==> config.mk <==
export PLATFORM = sky130hd
export DESIGN_NAME = wb_spi_mailbox
export DESIGN_NICKNAME = d
export VERILOG_FILES = /design/src/rtl/wb_spi_mailbox_pkg.sv /design/src/rtl/wb_spi_mailbox_fifo.sv /design/src/rtl/wb_spi_mailbox.sv
export SDC_FILE = /design/constraint.sdc
export NUM_CORES = 1
export LEC_CHECK = 0
export BUFFER_PORTS_ARGS = -buffer_cell sky130_fd_sc_hd__buf_4
export CAP_MARGIN = 20
export CORE_MARGIN = 4
export CORE_UTILIZATION = 55
export DETAILED_ROUTE_END_ITERATION = 12
export PLACE_DENSITY = 0.74
export SLEW_MARGIN = 0
export SYNTH_ARGS = -nofsm -noshare
export SYNTH_HDL_FRONTEND = slang
export SYNTH_SLANG_ARGS = --single-unit
==> constraint.sdc <==
create_clock -name wb_clk -period 7.2 [get_ports wb_clk]
set_clock_uncertainty 0.2 [all_clocks]
set_input_delay 0.36 -clock wb_clk [delete_from_list [all_inputs] [get_ports wb_clk]]
set_output_delay 0.36 -clock wb_clk [all_outputs]
set_load 0.03 [all_outputs]
==> src/rtl/wb_spi_mailbox_pkg.sv <==
// Shared register map, STATUS bit positions and ID default for the Wishbone mailbox.
package wb_spi_mailbox_pkg;

    localparam int unsigned DATA_W = 32;
    localparam logic [31:0] ID_DEFAULT = 32'h4D42_0001;

    localparam logic [7:0] OFS_ID      = 8'h00;
    localparam logic [7:0] OFS_STATUS  = 8'h04;
    localparam logic [7:0] OFS_TXDATA  = 8'h08;
    localparam logic [7:0] OFS_RXDATA  = 8'h0C;
    localparam logic [7:0] OFS_SCRATCH = 8'h10;

    localparam int unsigned ST_TX_FULL    = 0;
    localparam int unsigned ST_TX_EMPTY   = 1;
    localparam int unsigned ST_RX_FULL    = 2;
    localparam int unsigned ST_RX_EMPTY   = 3;
    localparam int unsigned ST_TX_OVF     = 4;
    localparam int unsigned ST_RX_UNF     = 5;
    localparam int unsigned ST_TX_CNT_LSB = 8;
    localparam int unsigned ST_RX_CNT_LSB = 16;
    localparam int unsigned CNT_W         = 7;

    typedef enum logic [2:0] {
        REG_ID,
        REG_STATUS,
        REG_TXDATA,
        REG_RXDATA,
        REG_SCRATCH,
        REG_NONE
    } reg_sel_e;

    // Maps a word index (byte address bits [7:2]) onto a register select.
    function automatic reg_sel_e decodeReg(input logic [5:0] idx);
        case (idx)
            OFS_ID[7:2]:      return REG_ID;
            OFS_STATUS[7:2]:  return REG_STATUS;
            OFS_TXDATA[7:2]:  return REG_TXDATA;
            OFS_RXDATA[7:2]:  return REG_RXDATA;
            OFS_SCRATCH[7:2]: return REG_SCRATCH;
            default:          return REG_NONE;
        endcase
    endfunction

endpackage

==> src/rtl/wb_spi_mailbox_fifo.sv <==
// mbx_fifo: first-word fall-through FIFO; push when full and pop when empty are ignored.
module mbx_fifo
    import wb_spi_mailbox_pkg::*;
#(
    parameter int DEPTH = 8
) (
    input  logic                    clk,
    input  logic                    rst_n,
    input  logic                    i_push,
    input  logic [DATA_W-1:0]       i_data,
    input  logic                    i_pop,
    output logic [DATA_W-1:0]       o_data,
    output logic                    o_full,
    output logic                    o_empty,
    output logic [$clog2(DEPTH):0]  o_count
);

    localparam int AW = $clog2(DEPTH);

    logic [DATA_W-1:0] r_mem [DEPTH];
    logic [AW-1:0]     r_wrPtr;
    logic [AW-1:0]     r_rdPtr;
    logic [AW:0]       r_count;
    logic              w_push;
    logic              w_pop;

    assign w_push  = i_push & ~o_full;
    assign w_pop   = i_pop & ~o_empty;
    assign o_full  = (r_count == (AW+1)'(DEPTH));
    assign o_empty = (r_count == '0);
    assign o_count = r_count;
    assign o_data  = r_mem[r_rdPtr];

    // Pointers wrap naturally because DEPTH is a power of two.
    always_ff @(posedge clk or negedge rst_n) begin
        if (!rst_n) begin
            r_wrPtr <= '0;
            r_rdPtr <= '0;
            r_count <= '0;
        end else begin
            if (w_push) r_wrPtr <= r_wrPtr + AW'(1);
            if (w_pop)  r_rdPtr <= r_rdPtr + AW'(1);
            case ({w_push, w_pop})
                2'b10:   r_count <= r_count + (AW+1)'(1);
                2'b01:   r_count <= r_count - (AW+1)'(1);
                default: r_count <= r_count;
            endcase
        end
    end

    always_ff @(posedge clk) begin
        if (w_push) r_mem[r_wrPtr] <= i_data;
    end

endmodule

==> src/rtl/wb_spi_mailbox.sv <==
// Wishbone mailbox with TX/RX stream FIFOs; define WB_SPI_MAILBOX_IRQ_EN to enable the
// registered level interrupt (otherwise irq is tied low).
module wb_spi_mailbox
    import wb_spi_mailbox_pkg::*;
#(
    parameter int          DEPTH    = 8,
    parameter logic [31:0] ID_VALUE = ID_DEFAULT
) (
    input  logic        wb_clk,
    input  logic        wb_rst_n,
    input  logic [31:0] wb_adr_i,
    input  logic [31:0] wb_dat_i,
    input  logic [3:0]  wb_sel_i,
    input  logic        wb_we_i,
    input  logic        wb_stb_i,
    input  logic        wb_cyc_i,
    output logic [31:0] wb_dat_o,
    output logic        wb_ack_o,
    output logic        wb_err_o,
    output logic        tx_valid,
    output logic [31:0] tx_data,
    input  logic        tx_ready,
    input  logic        rx_valid,
    input  logic [31:0] rx_data,
    output logic        rx_ready,
    output logic        irq
);

    localparam int CW = $clog2(DEPTH) + 1;

    logic        r_ack, r_err, r_txOvf, r_rxUnf;
    logic [31:0] r_dat, r_scratch;
    logic        w_req, w_bad, w_ok, w_unused;
    logic        w_txWr, w_rxRd, w_stWr, w_scWr;
    logic        w_txFull, w_txEmpty, w_rxFull, w_rxEmpty;
    logic [CW-1:0] w_txCount, w_rxCount;
    logic [31:0] w_rxHead, w_status, w_rdData;
    reg_sel_e    w_regSel;

    assign w_unused = ^{wb_adr_i[31:8], wb_adr_i[1:0]};
    assign w_regSel = decodeReg(wb_adr_i[7:2]);
    // A new request is only taken when no termination is currently showing.
    assign w_req    = wb_cyc_i & wb_stb_i & ~r_ack & ~r_err;

    always_comb begin
        w_bad = 1'b0;
        case (w_regSel)
            REG_ID:     w_bad = wb_we_i;
            REG_RXDATA: w_bad = wb_we_i;
            REG_TXDATA: w_bad = ~wb_we_i | (wb_sel_i != 4'hF);
            REG_NONE:   w_bad = 1'b1;
            default:    w_bad = 1'b0;
        endcase
    end

    assign w_ok   = w_req & ~w_bad;
    assign w_txWr = w_ok & (w_regSel == REG_TXDATA);
    assign w_rxRd = w_ok & (w_regSel == REG_RXDATA);
    assign w_stWr = w_ok & wb_we_i & (w_regSel == REG_STATUS) & wb_sel_i[0];
    assign w_scWr = w_ok & wb_we_i & (w_regSel == REG_SCRATCH);

    mbx_fifo #(.DEPTH(DEPTH)) u_txFifo (
        .clk(wb_clk), .rst_n(wb_rst_n),
        .i_push(w_txWr), .i_data(wb_dat_i), .i_pop(tx_ready),
        .o_data(tx_data), .o_full(w_txFull), .o_empty(w_txEmpty), .o_count(w_txCount)
    );

    mbx_fifo #(.DEPTH(DEPTH)) u_rxFifo (
        .clk(wb_clk), .rst_n(wb_rst_n),
        .i_push(rx_valid), .i_data(rx_data), .i_pop(w_rxRd),
        .o_data(w_rxHead), .o_full(w_rxFull), .o_empty(w_rxEmpty), .o_count(w_rxCount)
    );

    assign tx_valid = ~w_txEmpty;
    assign rx_ready = ~w_rxFull;

    always_comb begin
        w_status = '0;
        w_status[ST_TX_FULL]  = w_txFull;
        w_status[ST_TX_EMPTY] = w_txEmpty;
        w_status[ST_RX_FULL]  = w_rxFull;
        w_status[ST_RX_EMPTY] = w_rxEmpty;
        w_status[ST_TX_OVF]   = r_txOvf;
        w_status[ST_RX_UNF]   = r_rxUnf;
        w_status[ST_TX_CNT_LSB +: CNT_W] = CNT_W'(w_txCount);
        w_status[ST_RX_CNT_LSB +: CNT_W] = CNT_W'(w_rxCount);
    end

    always_comb begin
        w_rdData = '0;
        case (w_regSel)
            REG_ID:      w_rdData = ID_VALUE;
            REG_STATUS:  w_rdData = w_status;
            REG_RXDATA:  w_rdData = w_rxEmpty ? 32'h0 : w_rxHead;
            REG_SCRATCH: w_rdData = r_scratch;
            default:     w_rdData = '0;
        endcase
    end

    // Sticky flags: a set event in the same cycle takes priority over a W1C clear.
    always_ff @(posedge wb_clk or negedge wb_rst_n) begin
        if (!wb_rst_n) begin
            r_ack     <= 1'b0;
            r_err     <= 1'b0;
            r_dat     <= '0;
            r_txOvf   <= 1'b0;
            r_rxUnf   <= 1'b0;
            r_scratch <= '0;
        end else begin
            r_ack <= w_ok;
            r_err <= w_req & w_bad;
            r_dat <= (w_ok & ~wb_we_i) ? w_rdData : '0;
            if (w_txWr & w_txFull)
                r_txOvf <= 1'b1;
            else if (w_stWr & wb_dat_i[ST_TX_OVF])
                r_txOvf <= 1'b0;
            if (w_rxRd & w_rxEmpty)
                r_rxUnf <= 1'b1;
            else if (w_stWr & wb_dat_i[ST_RX_UNF])
                r_rxUnf <= 1'b0;
            if (w_scWr) begin
                for (int b = 0; b < 4; b++) begin
                    if (wb_sel_i[b]) r_scratch[8*b +: 8] <= wb_dat_i[8*b +: 8];
                end
            end
        end
    end

    assign wb_ack_o = r_ack;
    assign wb_err_o = r_err;
    assign wb_dat_o = r_dat;

`ifdef WB_SPI_MAILBOX_IRQ_EN
    logic r_irq;

    always_ff @(posedge wb_clk or negedge wb_rst_n) begin
        if (!wb_rst_n) r_irq <= 1'b0;
        else           r_irq <= ~w_rxEmpty | r_txOvf | r_rxUnf;
    end

    assign irq = r_irq;
`else
    assign irq = 1'b0;
`endif

endmodule

**After elaboration in Yosys (flattened, before gate mapping)**

Memory sizes are Yosys's and may differ from the RTL's.
Index checks and enable logic that the tools add are counted.

- Flip-flop bits (word level): 88
- RAM bits: 512
- Input bits: 107
- Memories kept: 2

- Add/sub/neg operators: 8
- Equality and inequality tests: 16
- Mux-type cells: 15
- Bitwise operators: 29
- Reduce and logical (&&, ||, !) cells: 13

Memories:

| name | depth | bits a word | read ports | clocked after memory_dff | wr ports | RTL line | source |
|---|---|---|---|---|---|---|---|
| u_rxFifo.r_mem | 8 | 32 | 1 | 0 | 1 | wb_spi_mailbox_fifo.sv:20 | `logic [DATA_W-1:0] r_mem [DEPTH];` |
| u_txFifo.r_mem | 8 | 32 | 1 | 0 | 1 | wb_spi_mailbox_fifo.sv:20 |  |

Operator list:

| cell | count |
|---|---|
| 32-bit case mux with 4 select lines | 1 |
| 32-bit 2-to-1 mux | 2 |
| 1-bit AND | 20 |
| 4-bit case mux with 2 select lines | 2 |
| 3-bit case mux with 5 select lines | 1 |
| 3-bit by 1-bit adder with 3-bit output (second input constant) | 4 |
| 6-bit by 2-bit == test with 1-bit output (second input constant) | 2 |
| 4-bit by 1-bit adder with 4-bit output (second input constant) | 2 |
| 4-bit == test (second input constant) | 2 |
| 4-bit zero test | 2 |
| 1-bit 2-to-1 mux | 8 |
| 1-bit NOT | 8 |
| 2-bit AND reduction | 4 |
| 2-bit nonzero test | 4 |
| 4-bit by 1-bit subtractor with 4-bit output (second input constant) | 2 |
| 3-bit by 2-bit == test with 1-bit output (second input constant) | 2 |
| 3-bit == test (second input constant) | 2 |
| 6-bit by 1-bit == test with 1-bit output (second input constant) | 1 |
| 6-bit by 3-bit == test with 1-bit output (second input constant) | 1 |
| 6-bit zero test | 1 |
| 2-bit by 1-bit == test with 1-bit output (second input constant) | 2 |
| 2-bit == test (second input constant) | 2 |
| 4-bit inequality test (second input constant) | 1 |
| 3-bit by 1-bit == test with 1-bit output (second input constant) | 1 |
| 4 further kinds | 4 |

**Longest topological paths before layout**

- Depth after elaboration: 13
- Gate-level depth with buffers: 11
- Depth with buffers taken out: 10

**By module**

Synthesis repeated with hierarchy kept, for this count alone.

- Cells, all modules: 1096
- Area total of the unflattened synthesis: 23765.3 um2

By module, submodules not included:

| module | times used | cells each | area an instance (um2) | seq. area each (um2) |
|---|---|---|---|---|
| mbx_fifo at u_rxFifo | 1 | 437 | 10372.4 | 7937.6 |
| mbx_fifo at u_txFifo | 1 | 437 | 10294.9 | 7937.6 |
| wb_spi_mailbox | 1 | 222 | 3098.0 | 1701.6 |

**Worst setup path after synthesis**

OpenSTA, ideal clock, no wires.

- Kind: input to register
- From: in wb_adr_i[5]
- To: mem u_txFifo.r_mem[0][0], enable pin
- Setup time: 0.502 ns
- Arrival time: 4.717 ns
- Setup slack: 1.781 ns
- Cell stages on the path: 5
- Path buffers: 1
- Path through: or4_4 buf_6 nor4b_1 nand2_1 nor4_1

- Word-level cells in the longest chain between the ends: 11
- Elaborated cells on any way between the ends: 18
- Classes of those cells: 7 x eq/ne; 4 x mux; 4 x bitwise; 3 x reduce/logical

RTL lines:

| what | RTL line | source |
|---|---|---|
| start: declaration | wb_spi_mailbox.sv:11 | `input logic [31:0] wb_adr_i,` |
| 6-bit by 3-bit == test with 1-bit output, or another cell as far along | wb_spi_mailbox_pkg.sv:34 | `case (idx)` |
| 3-bit case mux with 5 select lines * | wb_spi_mailbox_pkg.sv:34 |  |
| 3-bit by 2-bit == test with 1-bit output or 3-bit zero test (tied branches) | wb_spi_mailbox.sv:47 | `case (w_regSel)` |
| 2-bit OR reduction (no source line) | n/a |  |
| 1-bit case mux with 3 select lines | wb_spi_mailbox.sv:47 |  |
| 1-bit NOT | wb_spi_mailbox.sv:56 | `assign w_ok = w_req & ~w_bad;` |
| 1-bit AND | wb_spi_mailbox.sv:56 |  |
| 1-bit AND * | wb_spi_mailbox.sv:57 | `assign w_txWr = w_ok & (w_regSel == REG_TXDATA);` |
| 1-bit AND * | wb_spi_mailbox_fifo.sv:27 | `assign w_push = i_push & ~o_full;` |
| 1-bit 2-to-1 mux * | wb_spi_mailbox_fifo.sv:52 | `if (w_push) r_mem[r_wrPtr] <= i_data;` |
| 1-bit 2-to-1 mux (implied by the code) * | wb_spi_mailbox_fifo.sv:52 |  |
| end: declaration | wb_spi_mailbox_fifo.sv:20 |  |

Every way passes the cells marked *; elsewhere a longest branch is shown, timed or not.

**Final worst setup path**

- From: reg r_err, in the netlist wb_err_o
- To: reg u_rxFifo.r_count[3], in the netlist u_rxFifo.o_count[3]

- Word-level cells in the longest chain between the ends: 7
- Elaborated cells on any way between the ends: 9
- Classes of those cells: 2 x eq/ne; 1 x mux; 5 x bitwise; 1 x reduce/logical

RTL lines:

| what | RTL line | source |
|---|---|---|
| start: declaration | wb_spi_mailbox.sv:31 | `logic r_ack, r_err, r_txOvf, r_rxUnf;` |
| start signal: assignment | wb_spi_mailbox.sv:111 | `r_err <= w_req & w_bad;` |
| 1-bit NOT * | wb_spi_mailbox.sv:43 | `assign w_req = wb_cyc_i & wb_stb_i & ~r_ack & ~r_err;` |
| 1-bit AND * | wb_spi_mailbox.sv:43 |  |
| 1-bit AND * | wb_spi_mailbox.sv:56 |  |
| 1-bit AND * | wb_spi_mailbox.sv:58 | `assign w_rxRd = w_ok & (w_regSel == REG_RXDATA);` |
| 1-bit AND * | wb_spi_mailbox_fifo.sv:28 | `assign w_pop = i_pop & ~o_empty;` |
| net u_rxFifo.w_pop | wb_spi_mailbox_fifo.sv:25 | `logic w_pop;` |
| 2-bit by 1-bit == test with 1-bit output or 2-bit == test (tied branches) | wb_spi_mailbox_fifo.sv:43 | `case ({w_push, w_pop})` |
| 4-bit case mux with 2 select lines or 2-bit nonzero test (tied branches) | n/a |  |
| end signal: assignment | wb_spi_mailbox_fifo.sv:44 | `2'b10: r_count <= r_count + (AW+1)'(1);` |
| end signal: assignment | wb_spi_mailbox_fifo.sv:45 | `2'b01: r_count <= r_count - (AW+1)'(1);` |
| end signal: assignment | wb_spi_mailbox_fifo.sv:46 | `default: r_count <= r_count;` |
| end: declaration | wb_spi_mailbox_fifo.sv:23 | `logic [AW:0] r_count;` |

The timed path passes the listed nets; every way through them passes the cells marked *.
A chain may end at the register's enable or synchronous reset.

==> run summary <==
Synth Register Bits - 600
Vias/cell - 5.93
Layout cells sized above 1 - 36.6%
CP Capture Type - flop
CTS buffer count - 56
Post-CTS Resized - 0
Relative slew slack - 26.7%
PortBufs - 148
Die height - 213 um
Max FO, Critical Path - 7
1st-iter DRT viols - 1122
CP Buf/Inv Count - 0
Cell area after layout - 27500 um2
Clock buffer depth - 3
First-pass GRT wire length - 72.8 mm
Final max-slew violation count - 0
Final-report hold violation count - 0
Routed length per placed instance - 25.3 um
Final Cycle Share - 53.3%
Row cnt - 74
Distinct cell type count after synthesis - 50
Pin count of the biggest net entering global routing - 74
Filler cell count - 2597
Syn nets - 1188
Total number of vias - 11282
Antenna violations before repair - 7
Core area - 41200 um2
Finish-stage setup viols - 0
DIE AREA - 45300 um2
VDD IR max - 0.262 mV
DR pass1 iterations - 7
Delay-heaviest family, CP - simple AND/OR/NAND/NOR gates
Total negative slack - 0 ns
Global Route Usage Sum - 21.7%
Worst path max stage delay - 0.93 ns
Pwr/cell area - 327 nW/um2
Pleak - 9.45 nW
Initial Utilization - 56.1%
Net count, final - 1436
Critical-path top delay cell - nor4bb_1
CP cell instances - nor4bb_1, nand3_1, a211oi_1, ha_1, ha_1, a21o_1, a21oi_1, mux2i_1, xnor2_1
Cts hold-fix bufs - 67
Syn Area/Cell - 21.6 um2
Worst EP required - 7.52 ns
Area Growth Syn to Fin - 19.2%
Detailed placement HPWL - 28.3 mm
Hold Crit Class - in -> reg
Period minus WS final - 3.84 ns
Synth Cell Area - 23100 um2
DRC - 0
Critical path data arrival time - 4.16 ns
Post-synthesis async set-or-reset flop share - 14.7%
EDFF count, synth - 512
Worst Max-Slew Pin Slew - 1.08 ns
WS Path Type - reg -> reg
YS warnings - 0
Sequential area share after synthesis - 76.1%
Status - finished clean
CP dominant cell by count - ha_1
CTS tree - yes
Routed WL - 48.1 mm
Worst-path clk slew - 0.06 ns
Vias in the first global route - 11707
Post-CTS Setup Inserts - 0
Htree depth - 2
Area after DPL - 24900 um2
CTS root buffer - clkbuf_16
Post-DRT Antenna Nets - 0
RSZ-0062 raised after global routing - no
Clk sinks - 600
Final weighted congestion in routability-driven placement - 0.820
Worst setup SP type - flop
Max-cap violations - 0
Post-Synthesis Cells - 1070
Grt ovf - 0
Fmax - 261 MHz
Die span in x - 213 um
IO Pins - 176
Skew-Pair Late Insertion Delay - 0.60 ns
Synth Flop Type - edfxtp_1
==> report_power, final <==
group	leakage [nW]	switching (mW)	total, mW	internal (mW)
Sequential	5.82	0.164	4.20	4.04
Combinational	2.71	0.971	1.80	0.827
Clock	0.930	1.22	3.01	1.80
==> kinds of logic after synthesis <==
| kind of cell | count (synthesis) | share of synthesized area [%] |
|---|---|---|
| AND/OR/NAND/NOR | 104 | 2.36 |
| XOR/XNOR | 15 | 0.569 |
| adder cells (fa/ha/maj) | 11 | 0.628 |
| buffers and inverters | 56 | 1.09 |
| AO/OA/AOI/OAI | 53 | 1.88 |
| flip-flops | 600 | 76.1 |
| other | 1 | 0.0162 |
| multiplexers | 230 | 17.4 |
==> tightest hold or removal path, stage by stage <==
cell and delay (ns):
buf_4 0.09, and2_1 0.20, nand2_1 0.08, nand2_1 0.06
==> metrics by stage <==
| stage | worst slack (ns) | hold slack, ns | utilization (%) | power (mW) | cells |
|---|---|---|---|---|---|
| after floorplan | 1.78 | -0.136 | - | 5.45 | 1070 |
| after global placement | 3.66 | 0.0207 | 60.5 | 6.03 | 1724 |
| after detailed placement | 3.55 | 0.0249 | 60.5 | 6.07 | 1724 |
| after CTS | 3.28 | 0.00268 | 66.8 | 9.11 | 1897 |
| after global routing | 3.14 | 0.0397 | 66.8 | 9.38 | 1901 |
| final | 3.36 | 0.0322 | 66.8 | 9.01 | 1902 |
==> layer usage <==
metal / part of all wire, % / track usage [%]
met1: 42 / 31.3
met3: 7.2 / 4.47
met2: 49 / 34.6
met4: 2.2 / 6.09
met5: 0.069 / 0
==> final timing paths <==
path | depth (start not counted) | from | endpoint | slack (ns)
hold / removal | 4 | rx_valid | u_rxFifo.r_wrPtr[1]$_DFFE_PN0P_ | 0.03
hold reg to reg | 1 | r_scratch[13]$_DFFE_PN0P_ | wb_dat_o[13]$_DFF_PN0_ | 0.30
max in group asynchronous | 3 | wb_rst_n | wb_dat_o[22]$_DFF_PN0_ | 5.70
setup / recovery | 9 | wb_err_o$_DFF_PN0_ | u_rxFifo.o_count[3]$_DFFE_PN0P_ | 3.36
min in group asynchronous | 3 | wb_rst_n | u_rxFifo.r_wrPtr[2]$_DFFE_PN0P_ | 0.34
setup reg to reg | 9 | wb_err_o$_DFF_PN0_ | u_rxFifo.o_count[3]$_DFFE_PN0P_ | 3.36
==> flip-flops by register name, indices dropped and copies added, names as in the netlist <==
| name | flops |
|---|---|
| u_rxFifo.r_wrPtr | 3 |
| u_rxFifo.r_rdPtr | 3 |
| u_rxFifo.o_count | 4 |
| r_scratch | 32 |
| u_txFifo.r_wrPtr | 3 |
| r_rxUnf | 1 |
| wb_ack_o | 1 |
| u_txFifo.o_count | 4 |
| u_rxFifo.r_mem | 256 |
| wb_err_o | 1 |
| r_txOvf | 1 |
| wb_dat_o | 32 |
| u_txFifo.r_mem | 256 |
| u_txFifo.r_rdPtr | 3 |
==> cell type report <==
type	count	area, um2	area share (%)
antenna	4	10.0	0.0364
clock buffer	78	1560	5.65
clock inverter	28	345	1.25
inverter	5	18.8	0.0682
multi-input combinational	414	5370	19.5
sequential	600	17600	63.9
tap	532	666	2.42
timing repair buffer	241	1980	7.19
==> cells in the mapped netlist, drive strengths merged (3+ instances only) <==
| cell | number | area, um2 |
|---|---|---|
| edfxtp | 512 | 15400 |
| mux4 | 128 | 2880 |
| dfrtp | 88 | 2200 |
| mux2 | 87 | 980 |
| nor2 | 31 | 116 |
| clkbuf | 26 | 97.6 |
| buf | 25 | 135 |
| nand2 | 20 | 75.1 |
| mux2i | 15 | 150 |
| o2bb2ai | 13 | 114 |
| nor3 | 12 | 65.1 |
| a222oi | 10 | 100 |
| ha | 10 | 125 |
| a21oi | 9 | 45.0 |
| a221oi | 8 | 70.1 |
| nand2b | 8 | 50.1 |
| xor2 | 8 | 70.1 |
| xnor2 | 7 | 61.3 |
| nand3 | 6 | 30.0 |
| inv | 5 | 18.8 |
| nand4 | 4 | 25.0 |
| nor4 | 4 | 25.0 |
| a211oi | 3 | 22.5 |
==> cells in the final DEF, fill, tap and decap left out, types with 6 or more instances in the layout <==
cell	Yosys	layout
mux2_2	87	87
dlygate4sd3_1	0	67
clkbuf_1	26	16
buf_4	1	173
dfrtp_1	88	83
bufinv_16	0	8
nand2_1	20	20
nand2b_1	8	8
nor3_2	1	7
xor2_1	8	8
clkinv_1	0	7
a221oi_1	8	8
clkinv_2	0	9
edfxtp_1	512	512
nor2_1	31	22
ha_1	10	10
nor2_4	0	8
clkbuf_16	0	57
a21oi_1	9	9
a222oi_1	10	10
o2bb2ai_1	13	13
mux2i_1	15	15
mux4_2	128	128
nand3_1	6	6
xnor2_1	7	7
No activity file was read; power rests on OpenSTA's default activity.
